`src/rtl/switch_debounce_pkg.sv`:
```
// Board-level timing constants shared by the switch debouncer.
// The stable-cycle count is derived from the board clock and the debounce window.
package db_pkg;

  localparam int BOARD_CLK_HZ = 100_000_000;
  localparam int DB_TIME_MS   = 10;

  function automatic int ms_to_cycles(input int clk_hz, input int ms);
    return (clk_hz / 1000) * ms;
  endfunction

  localparam int DB_STABLE_CYCLES = ms_to_cycles(BOARD_CLK_HZ, DB_TIME_MS);

endpackage

```
`src/rtl/switch_debounce_bit.sv`:
```
// One switch lane: two-flop synchronizer, stability counter, accepted level and change pulse.
// A new level is accepted only after it differs from the held level for STABLE_CYCLES edges.
module debounce_bit #(
  parameter int STABLE_CYCLES = 4
) (
  input  logic clk,
  input  logic rst,
  input  logic sw,
  output logic sw_db,
  output logic sw_chg
);

  localparam int CW = (STABLE_CYCLES < 2) ? 1 : $clog2(STABLE_CYCLES);
  localparam logic [CW-1:0] CNT_MAX = CW'(STABLE_CYCLES - 1);

  logic          sync1;
  logic          sync2;
  logic          db;
  logic          chg;
  logic [CW-1:0] cnt;

  always_ff @(posedge clk) begin
    if (rst) begin
      sync1 <= 1'b0;
      sync2 <= 1'b0;
      db    <= 1'b0;
      chg   <= 1'b0;
      cnt   <= '0;
    end else begin
      // synchronizer stage
      sync1 <= sw;
      sync2 <= sync1;
      chg   <= 1'b0;
      // stability stage: any sample matching the held level restarts the window
      if (sync2 == db) begin
        cnt <= '0;
      end else if (cnt == CNT_MAX) begin
        db  <= sync2;
        chg <= 1'b1;
        cnt <= '0;
      end else begin
        cnt <= cnt + CW'(1);
      end
    end
  end

  assign sw_db  = db;
  assign sw_chg = chg;

endmodule

```
`src/rtl/switch_debounce.sv`:
```
// Debounces WIDTH independent switch inputs; SW_DB drives leading_ones.SW directly.
// Each lane is a separate debounce_bit so the bits never interact.
module switch_debounce
  import db_pkg::*;
#(
  parameter int WIDTH         = 16,
  parameter int STABLE_CYCLES = DB_STABLE_CYCLES
) (
  input  logic             CLK100MHZ,
  input  logic             RST,
  input  logic [WIDTH-1:0] SW,
  output logic [WIDTH-1:0] SW_DB,
  output logic [WIDTH-1:0] SW_CHG
);

  if (STABLE_CYCLES < 2) begin : g_bad_cfg
    $error("switch_debounce: STABLE_CYCLES must be at least 2");
  end

  for (genvar i = 0; i < WIDTH; i++) begin : g_bit
    debounce_bit #(
      .STABLE_CYCLES(STABLE_CYCLES)
    ) u_bit (
      .clk   (CLK100MHZ),
      .rst   (RST),
      .sw    (SW[i]),
      .sw_db (SW_DB[i]),
      .sw_chg(SW_CHG[i])
    );
  end

endmodule

```
`config.mk`:
```
export PLATFORM = sky130hd
export DESIGN_NAME = switch_debounce
export DESIGN_NICKNAME = d
export VERILOG_FILES = /design/src/rtl/switch_debounce_pkg.sv /design/src/rtl/switch_debounce_bit.sv /design/src/rtl/switch_debounce.sv
export SDC_FILE = /design/constraint.sdc
export NUM_CORES = 1
export LEC_CHECK = 0
export CAP_MARGIN = 0
export CORE_MARGIN = 5
export CORE_UTILIZATION = 32
export DETAILED_ROUTE_END_ITERATION = 7
export PLACE_DENSITY_LB_ADDON = 0.08
export SYNTH_ARGS = -nofsm -noshare
export SYNTH_HDL_FRONTEND = slang
export SYNTH_HIERARCHICAL = 1
export SYNTH_SLANG_ARGS = --single-unit
export TNS_END_PERCENT = 10
```
`constraint.sdc`:
```
create_clock -name CLK100MHZ -period 4.1 [get_ports CLK100MHZ]
set_clock_uncertainty 0.05 [all_clocks]
set_input_delay 0.82 -clock CLK100MHZ [delete_from_list [all_inputs] [get_ports CLK100MHZ]]
set_output_delay 0.82 -clock CLK100MHZ [all_outputs]
set_load 0.01 [all_outputs]
```
==> run metrics <==
via count=12800; Hold Path Sink=g_bit[11].u_bit/sync2; worst slew pin tran=910 ps; CORE AREA=52200 um2; postcts setup bufs=0; Seq/Total Area, Yosys=0.458; commonest non-fill, non-tap cells in the layout=dfxtp_1 (384), nor2_1 (271), xnor2_1 (167); Layout area overhead=14.6%; most common flop cell mapped by yosys=dfxtp_1; reg2reg setup slack=1640 ps; Die W=239 um; maximum VDD drop=0.246 mV; pwr dens=409 nW/um2; Max Fclk=0.406 GHz; register bit total from synthesis=384; total track usage=0.115; initial antenna violation count=0; CTS root buf=clkbuf_16; total CTS buffers=47; worst hold stages=1; clk sinks=384; PnR worst setup slack=1640 ps; slew margin rel.=0.394; first-pass GRT wire length=57300 um; Die Footprint=57200 um2; most common cell after layout, fill and taps aside=dfxtp_1; Data arrival, critical path=1590 ps; global route overflow=0; CP max stage delay=590 ps; die height=239 um; WS Path Type=register to primary output; max-cap viol count=0; DR WL/cell=12.5 um; Initial Util=0.322; Avg Vias per Cell=4.83; Worst-path clk slew=60 ps; WHS=383 ps; DP HPWL=21700 um; vias in the first global route=12200; RSZ-0062 raised after global routing=false; Hold Path Origin=g_bit[11].u_bit/sync1; Async S/R FF share, synth=0; Clock Latency Late Sink=560 ps; WP data required=3230 ps; Total Wirelength=33300 um; Syn Nets=1935; CP Cell Sequence=clkdlybuf4s50_1; Warnings, synthesis=6; outcome=finished, final reports clean; crit path max fanout=3; setup slack at placement=1600 ps; Hold Vio Cnt, Final=0; post-CTS resize count=0; Post-Syn Instances=1901; 1st-iter DRT viols=630; Bufs and invs on worst path=1; Cell variety after synth=34; Layout Nets=1970; Final ANT Viol Nets=0; Leak=5.45 nW; Hold WC Path Type=register to register; Slowest cell on crit path=clkdlybuf4s50_1; post-route clock period utilization=0.601; hold buffers post-CTS=0; FF-to-FF End=g_bit[6].u_bit/cnt[3]; Port Buf Inserts=49; share of layout cells above drive strength 1=0.0782; crit-path leading delay family=buffers and inverters; Worst Setup End Kind=primary output; DR DRC count=0; setup_tns=0 ps; Reg-to-Reg Start=g_bit[6].u_bit/cnt[0]; CTS Buffer Depth=3; # IOs=50; Avg Inst Size Synth=8.84 um2; Synth Cell Area=16800 um2; GPL Wtd Cong=0.726; DRT Pass-1 Iters=4; Core Rows=84; largest net degree at the start of global routing=55; Worst setup SP type=register; minimum clock period=2460 ps; final setup fails=0; Final Slew Violations=0; htree depth=2; CTS tree=yes; # diodes=0; R2R cell count=5; EDFF count, synth=0
-- layout make-up --
| type | count | area, um2 |
|---|---|---|
| multi-input cells | 1389 | 8450 |
| clock buffers | 73 | 1410 |
| well taps | 688 | 861 |
| clock inverters | 10 | 104 |
| inverters | 62 | 233 |
| repair buffers | 52 | 510 |
| fillers | 5219 | 33000 |
| flip-flops and latches | 384 | 7690 |
-- cell families (layout without fill, tap and decap cells) --
logic type	count (synthesis)	after routing	share of synthesized area
AND/OR/NAND/NOR	911	911	0.300
flip-flops	384	384	0.458
AO/OA/AOI/OAI	268	268	0.0894
XOR/XNOR	194	194	0.101
buffers and inverters	128	197	0.0398
adder cells (fa/ha/maj)	16	16	0.0119
-- report_power, final --
group	internal, mW	total [mW]	switching (mW)
logic	0.0328	0.0844	0.0516
registers	3.75	3.76	0.0117
clock network	2.47	4.03	1.57
-- worst max path at each step --
stage	startpoint	endpoint	slack [ps]	cells after the start
after floorplan	g_bit[0].u_bit/cnt[0]	g_bit[0].u_bit/cnt[18]	2180	6
after global placement	g_bit[3].u_bit/cnt[0]	g_bit[3].u_bit/cnt[10]	1630	5
after detailed placement	g_bit[6].u_bit/cnt[0]	g_bit[6].u_bit/cnt[7]	1600	5
after CTS	g_bit[11].u_bit/cnt[0]	g_bit[11].u_bit/cnt[8]	1580	5
after global routing	g_bit[6].u_bit/cnt[0]	g_bit[6].u_bit/cnt[5]	1410	5
final	g_bit[3].u_bit/sw_db	SW_DB[3]	1640	1
-- metrics by stage --
stage / util / std cells / area (um2) / total power, mW
3_5_place_dp: 0.340 / 2575 / 17700 / 3.93
4_1_cts: 0.368 / 2658 / 19200 / 8.09
6_report: 0.368 / 2658 / 19200 / 7.88
2_1_floorplan: - / 1901 / 16800 / 3.90
5_1_grt: 0.368 / 2658 / 19200 / 8.24
3_3_place_gp: 0.340 / 2575 / 17700 / 3.93
-- metal layers --
layer | GRT usage | part of all wire
met5 | 0 | 0
met3 | 0.0230 | 0.033
met1 | 0.152 | 0.50
met4 | 0.0422 | 0.028
met2 | 0.188 | 0.44
-- flip-flops by register name (all words and copies together), names as in the netlist --
register / count
g_bit.u_bit/sw_chg: 16
g_bit.u_bit/sw_db: 16
g_bit.u_bit/sync1: 16
g_bit.u_bit/cnt: 320
g_bit.u_bit/sync2: 16
-- cells in the mapped netlist (27+ instances only) --
master     n  area [um2]
nand4_1   37         231
nor4b_1   31         272
or4_1     47         353
o21ai_0   93         465
a21oi_1  110         551
xor2_1    27         236
nand2_1  110         413
buf_2     48         240
nor4_1    31         194
nor3_1    46         230
inv_1     62         233
nor2_1   271        1020
or3_1     93         582
nand3_1   95         475
xnor2_1  167        1460
dfxtp_1  384        7690
nor2b_1   32         200
Note: power is estimated with default switching activity, not from simulation.
